File: src/rtl/hsv_ctrl_pkg.sv
// Shared types and default geometry for the hist_v frame sequencer.
// Optional geometry checking is selected by HSV_FRAME_ERR_CHK_EN.
package hsv_ctrl_pkg;

  typedef enum logic [1:0] {
    IDLE   = 2'd0,
    ARMED  = 2'd1,
    ACTIVE = 2'd2
  } state_e;

  localparam int unsigned IMG_WIDTH_DEF  = 800;
  localparam int unsigned IMG_HEIGHT_DEF = 600;

endpackage

File: src/rtl/frame_geom_chk.sv
// Per-frame geometry checker: counts pixels per line and lines per frame.
// Only instantiated when HSV_FRAME_ERR_CHK_EN is defined.
module frame_geom_chk #(
  parameter int unsigned IMG_WIDTH  = 800,
  parameter int unsigned IMG_HEIGHT = 600
) (
  input  logic clk,
  input  logic rst_n,
  input  logic clken_i,
  input  logic active_i,
  input  logic vs_lead_i,
  output logic frame_bad_o
);

  localparam int unsigned PW = $clog2(IMG_WIDTH + 1);
  localparam int unsigned LW = $clog2(IMG_HEIGHT + 2);

  logic          clken_q, clken_qq, line_end, line_bad_q;
  logic [PW-1:0] pix_cnt_q;
  logic [LW-1:0] line_cnt_q;

  assign line_end    = clken_qq && !clken_q;
  assign frame_bad_o = line_bad_q || (line_cnt_q != LW'(IMG_HEIGHT));

  always_ff @(posedge clk or negedge rst_n) begin
    if (!rst_n) begin
      clken_q    <= 1'b0;
      clken_qq   <= 1'b0;
      pix_cnt_q  <= '0;
      line_cnt_q <= '0;
      line_bad_q <= 1'b0;
    end else begin
      clken_q  <= clken_i;
      clken_qq <= clken_q;
      if (vs_lead_i) begin
        pix_cnt_q  <= '0;
        line_cnt_q <= '0;
        line_bad_q <= 1'b0;
      end else if (active_i) begin
        if (line_end) begin
          if (pix_cnt_q != PW'(IMG_WIDTH)) line_bad_q <= 1'b1;
          if (line_cnt_q != '1) line_cnt_q <= line_cnt_q + LW'(1);
          pix_cnt_q <= '0;
        end else if (clken_q && (pix_cnt_q != '1)) begin
          pix_cnt_q <= pix_cnt_q + PW'(1);
        end
      end
    end
  end

endmodule

File: src/rtl/hsv_frame_ctrl.sv
// Frame-boundary sequencer for hist_v: applies run/stop configs at vsync leading edges.
// Define HSV_FRAME_ERR_CHK_EN to include frame geometry checking (frame_err).
module hsv_frame_ctrl
  import hsv_ctrl_pkg::*;
#(
  parameter int unsigned IMG_WIDTH      = IMG_WIDTH_DEF,
  parameter int unsigned IMG_HEIGHT     = IMG_HEIGHT_DEF,
  parameter int unsigned FRAME_CNT_W    = 16,
  parameter bit          VS_ACTIVE_HIGH = 1'b1
) (
  input  logic                   clk,
  input  logic                   rst_n,
  input  logic                   cfg_valid,
  output logic                   cfg_ready,
  input  logic                   cfg_enable,
  input  logic [FRAME_CNT_W-1:0] cfg_nframes,
  input  logic                   pre_vs,
  input  logic                   pre_hs,
  input  logic                   pre_clken,
  output logic                   process_en,
  output logic                   busy,
  output logic                   frame_done,
  output logic                   frame_err,
  output logic [FRAME_CNT_W-1:0] frames_left
);

  state_e                 state_q;
  logic                   vs_q, vs_qq, vs_lead, cfg_xfer, frame_bad;
  logic                   pend_valid_q, pend_en_q;
  logic [FRAME_CNT_W-1:0] pend_n_q, frames_left_q, frames_dec_d;
  logic                   process_en_q, busy_q, frame_done_q, frame_err_q;

  assign vs_lead      = (vs_q == VS_ACTIVE_HIGH) && (vs_qq != VS_ACTIVE_HIGH);
  assign cfg_xfer     = cfg_valid && !pend_valid_q;
  assign frames_dec_d = (frames_left_q != '0) ? frames_left_q - FRAME_CNT_W'(1) : '0;

  assign cfg_ready   = !pend_valid_q;
  assign process_en  = process_en_q;
  assign busy        = busy_q;
  assign frame_done  = frame_done_q;
  assign frame_err   = frame_err_q;
  assign frames_left = frames_left_q;

`ifdef HSV_FRAME_ERR_CHK_EN
  frame_geom_chk #(
    .IMG_WIDTH (IMG_WIDTH),
    .IMG_HEIGHT(IMG_HEIGHT)
  ) u_geom (
    .clk        (clk),
    .rst_n      (rst_n),
    .clken_i    (pre_clken),
    .active_i   (state_q == ACTIVE),
    .vs_lead_i  (vs_lead),
    .frame_bad_o(frame_bad)
  );
  logic unused_hs;
  assign unused_hs = pre_hs;
`else
  assign frame_bad = 1'b0;
  logic unused_in;
  assign unused_in = ^{pre_hs, pre_clken, IMG_WIDTH[0], IMG_HEIGHT[0]};
`endif

  always_ff @(posedge clk or negedge rst_n) begin
    if (!rst_n) begin
      state_q       <= IDLE;
      vs_q          <= ~VS_ACTIVE_HIGH;
      vs_qq         <= ~VS_ACTIVE_HIGH;
      pend_valid_q  <= 1'b0;
      pend_en_q     <= 1'b0;
      pend_n_q      <= '0;
      frames_left_q <= '0;
      process_en_q  <= 1'b0;
      busy_q        <= 1'b0;
      frame_done_q  <= 1'b0;
      frame_err_q   <= 1'b0;
    end else begin
      vs_q         <= pre_vs;
      vs_qq        <= vs_q;
      frame_done_q <= 1'b0;
      frame_err_q  <= 1'b0;
      // Slot fill and consume never coincide: consume needs a full slot, fill an empty one.
      if (cfg_xfer) begin
        pend_valid_q <= 1'b1;
        pend_en_q    <= cfg_enable;
        pend_n_q     <= cfg_nframes;
      end
      case (state_q)
        IDLE: begin
          if (cfg_xfer && cfg_enable) begin
            state_q <= ARMED;
            busy_q  <= 1'b1;
          end
          if (vs_lead && pend_valid_q) pend_valid_q <= 1'b0;
        end
        ARMED: begin
          if (vs_lead && pend_valid_q && pend_en_q) begin
            state_q       <= ACTIVE;
            frames_left_q <= pend_n_q;
            process_en_q  <= 1'b1;
            pend_valid_q  <= 1'b0;
          end
        end
        ACTIVE: begin
          if (vs_lead) begin
            frame_done_q <= 1'b1;
            frame_err_q  <= frame_bad;
            // A pending run config beats both count expiry and the decrement.
            if (pend_valid_q) begin
              pend_valid_q <= 1'b0;
              if (pend_en_q) begin
                frames_left_q <= pend_n_q;
              end else begin
                frames_left_q <= frames_dec_d;
                state_q       <= IDLE;
                process_en_q  <= 1'b0;
                busy_q        <= 1'b0;
              end
            end else if ((frames_left_q != '0) && (frames_dec_d == '0)) begin
              frames_left_q <= '0;
              state_q       <= IDLE;
              process_en_q  <= 1'b0;
              busy_q        <= 1'b0;
            end else begin
              frames_left_q <= frames_dec_d;
            end
          end
        end
        default: begin
          state_q      <= IDLE;
          process_en_q <= 1'b0;
          busy_q       <= 1'b0;
        end
      endcase
    end
  end

endmodule

File: config.mk
export PLATFORM = sky130hd
export DESIGN_NAME = hsv_frame_ctrl
export DESIGN_NICKNAME = d
export VERILOG_FILES = /design/src/rtl/hsv_ctrl_pkg.sv /design/src/rtl/frame_geom_chk.sv /design/src/rtl/hsv_frame_ctrl.sv
export SDC_FILE = /design/constraint.sdc
export NUM_CORES = 1
export LEC_CHECK = 0
export BUFFER_PORTS_ARGS = -buffer_cell sky130_fd_sc_hd__buf_2
export CAP_MARGIN = 20
export CORE_ASPECT_RATIO = 0.7
export CORE_MARGIN = 8
export CORE_UTILIZATION = 60
export DETAILED_ROUTE_END_ITERATION = 10
export HOLD_SLACK_MARGIN = 0.06
export PLACE_DENSITY = 0.95
export SLEW_MARGIN = 40
export SYNTH_ARGS = -nofsm -noshare
export SYNTH_HDL_FRONTEND = slang
export SYNTH_HIERARCHICAL = 1
export SYNTH_SLANG_ARGS = --single-unit
File: constraint.sdc
create_clock -name clk -period 4.4 [get_ports clk]
set_input_delay 1.1 -clock clk [delete_from_list [all_inputs] [get_ports clk]]
set_output_delay 1.1 -clock clk [all_outputs]
set_load 0.005 [all_outputs]
==> summary.md <==
| Metric | Value |
|---|---|
| Status | `complete, no violations` |
| Wire length on met1 | `roughly 2600 µm` |
| Remaining antenna violation count | `0` |
| Number of global-route vias before repair | `2098` |
| Leakage power of the design | `about 0.0011 µW` |
| Time the final worst path needs with I/O delays and setup | `2.65 ns` |
| Total wirelength of the detailed-routed design | `about 6400 µm` |
| PD cells | `between 600 and 700 nW/µm²` |
| Most common library cell in the layout ignoring fill and taps | `dfrtp_1` |
| Die boundary width | `91.4 µm` |
| Layout Skew | `just under 0.004 ns` |
| Area of the die | `between 6000 and 7000 µm²` |
| Register area | `1030 µm²` |
| Proportion of register bits with asynchronous set or reset after synthesis | `100%` |
| CP max-delay cell | `nor4b_4` |
| Via-to-Cell Ratio | `just under 7` |
| Peak VDD IR | `roughly 0.42 mV` |
| Synth-to-Final Area Change | `12.7%` |
| Leftover overflow at the end of global routing | `0` |
| Endpoints failing hold | `0` |
| Average instance area after synthesis | `about 9.9 µm²` |
| Most frequent cells in the layout | `41 x dfrtp_1, 39 x buf_2, 17 x nand2_1` |
| Number of warning messages in the yosys log | `6` |
| Leading register cell type out of synthesis | `dfrtp_1` |
| Per-cell routed wire length | `slightly below 20 µm` |
| Final antenna diode count | `0` |
| Fin Setup TNS | `0 ns` |
| Number of CTS-inserted buffers | `5` |
| Port bufs | `40` |
| Setup repair bufs after CTS | `0` |
| Max_cap viols | `0` |
| Netlist area before placement | `between 2000 and 2500 µm²` |
| First-pass GRT wire length | `between 10000 and 15000 µm` |
| I/O Pins | `44` |
| Count of instances resized after the clock tree is built | `0` |
| Maximum number of pins on one net before global-route repair | `42` |
| Category of the worst setup path launch point | `register` |
| Clk buf depth | `2` |
| Maximum net fanout on the critical path | `9` |
| Post-synthesis cell type count | `62` |
| Sequential share of the synthesized area | `43.0%` |
| Crit. End Element | `register` |
| Fraction of layout instances using a drive strength above 1 | `28.3%` |
| Half-perimeter wire length after detailed placement | `between 4000 and 5000 µm` |
| Number of H-tree levels | `2` |
| Remaining max-slew budget at the tightest pin | `between 50% and 60%` |
| Number of flops mapped to enable cells by yosys | `0` |
| Clk Latency, worst-skew pair | `~0.31 ns` |
| NetSw | `approximately 820 µW` |
| Total DRC errors in the routed layout | `0` |
| Number of instances in the synthesized netlist | `~240` |
| Clock root buffer | `clkbuf_8` |
| Clock input transition at the sequential cells of the worst setup and hold paths | `0.08 ns` |
| Overall Global Routing Usage | `between 20% and 30%` |
| Flops & latches, synth | `41` |
| Fraction of power consumed by sequential logic | `between 40% and 50%` |
| Count of TritonRoute iterations in the first routing pass | `5` |
| Count of final setup violators | `0` |
| TritonCTS clock tree | `yes` |
| Routability congestion estimate | `0.969` |
| Clock network fraction of total power | `between 10 and 15%` |
| Worst endpoint required time | `between 4 and 5 ns` |
| Final worst-path cycle share | `between 60% and 70%` |
| Worst hold-check path type | `register to register` |
| Largest incremental delay on the critical path | `roughly 0.49 ns` |
| WL met3 | `between 900 and 1000 µm` |
| Power after layout | `around 1900 µW` |
| Arrival time of data at the critical path endpoint | `around 2.8 ns` |
| Total vias in the final route | `~2200` |
| CP cell instances | `inv_1 -> ha_1 -> nor4b_4 -> nand4_1 -> nand3_1 -> o311ai_0 -> a21o_1` |
| Slew at the pin closest to its max-slew limit | `0.687 ns` |
| CP Class | `register to register` |
| Core region area | `slightly below 4000 µm²` |
| RSZ-0062 raised after global routing | `no` |
| Switch share | `approximately 44%` |
| Multi-input logic area | `approximately 1300 µm²` |
| Number of filler cells placed in the layout | `about 300` |
| Final layout net count | `302` |
| Effective utilization at floorplan | `61.5%` |
| Antenna violations before repair | `0` |
| Post-Synthesis Net Count | `about 270` |
| Site row count | `19` |
| Met2 WL | `2720 µm` |
| Post-CTS Hold Fix Bufs | `0` |
| Final hold slack | `approximately 0.39 ns` |
| Slew Viols, Final | `0` |
| Design internal power | `a little over 1000 µW` |
| Top layer reached by signal wires | `met4` |
| Highest attainable clock frequency | `0.378 GHz` |
| Number of DRC violations after detailed-routing iteration 0 | `337` |
| Die Ht | `between 60 and 70 µm` |
| Share of power burned in combinational logic | `a little over 40%` |
| Number of sinks handled by clock tree synthesis | `41` |
## power groups by stage
stage | Sequential (µW) | Combinational, µW | Clock [µW]
after detailed placement | 836 | 743 | 0
after CTS | 828 | 752 | 260
after global placement | 816 | 713 | 0
after global routing | 870 | 842 | 278
final | 844 | 756 | 256
after floorplan | 714 | 596 | 0
## layout make-up
cell class | count | area share [%]
Tap cell | 52 | 2.42
Clock buffer | 5 | 2.56
Sequential cell | 41 | 38.2
Inverter | 6 | 0.838
Clock inverter | 3 | 0.791
Multi-Input combinational cell | 182 | 47.1
Timing Repair Buffer | 42 | 8.10
## cells in the mapped netlist, types with 4 or more instances
library cell,count,area (µm²)
a21oi_1,13,65.1
a31oi_1,4,25.0
buf_2,4,20.0
clkbuf_1,5,18.8
dfrtp_1,41,1030
inv_1,6,22.5
mux2_2,16,180
nand2_1,17,63.8
nand2b_1,4,25.0
nand3_1,10,50.1
nor2_1,14,52.6
nor2b_1,6,37.5
nor3_1,8,40.0
nor4_1,4,25.0
o21ai_0,11,55.1
o22ai_1,4,25.0
## final timing paths
check | start | endpoint | slack [ns] | cells past startpoint
worst max-delay path | frames_left[0]$_DFFE_PN0P_ | frames_left[8]$_DFFE_PN0P_ | 1.75 | 7
worst min-delay path | vs_q$_DFF_PN0_ | vs_qq$_DFF_PN0_ | 0.39 | 0
worst max register to register | frames_left[0]$_DFFE_PN0P_ | frames_left[8]$_DFFE_PN0P_ | 1.75 | 7
worst min register to register | vs_q$_DFF_PN0_ | vs_qq$_DFF_PN0_ | 0.39 | 0
max in group asynchronous | rst_n | pend_n_q[0]$_DFFE_PN0P_ | 3.30 | 1
min in group asynchronous | rst_n | frames_left[13]$_DFFE_PN0P_ | 0.76 | 1
## cell families after synthesis
logic type,after synthesis,share of synthesized area (%)
AOI/OAI and AO/OA,69,20.7
xor gates and xnor gates,4,1.47
adders and majority gates,1,0.525
buffers and inverters,19,3.83
DFF,41,43.0
muxes,16,7.55
other,1,0.157
and+or+nand+nor,91,22.7
## per-stage QoR
stage               worst slack [ns]  utilization [%]  cells  cell area [µm²]
finish                          1.75             69.4    331             2690
global route                    1.66             69.4    331             2690
CTS                             1.86             69.4    331             2690
detailed placement              1.93             67.1    323             2600
global placement                1.97             67.0    323             2600
floorplan                       2.21                -    242             2380
## worst max-delay path: cells and delay by family, from the launching register on
family,cells,cell delay [ns]
AO/OA/AOI/OAI,2,0.39
adder cells (fa/ha/maj),1,0.31
buffers and inverters,1,0.14
flip-flops,1,0.48
AND/OR/NAND/NOR,3,1.23
## routing by layer
layer	up-vias	GRT usage (%)
met5	-	0
li1	985	-
met2	181	31.6
met3	26	9.30
met4	0	8.72
met1	1047	28.6
Note: power is estimated with default switching activity, not from simulation.
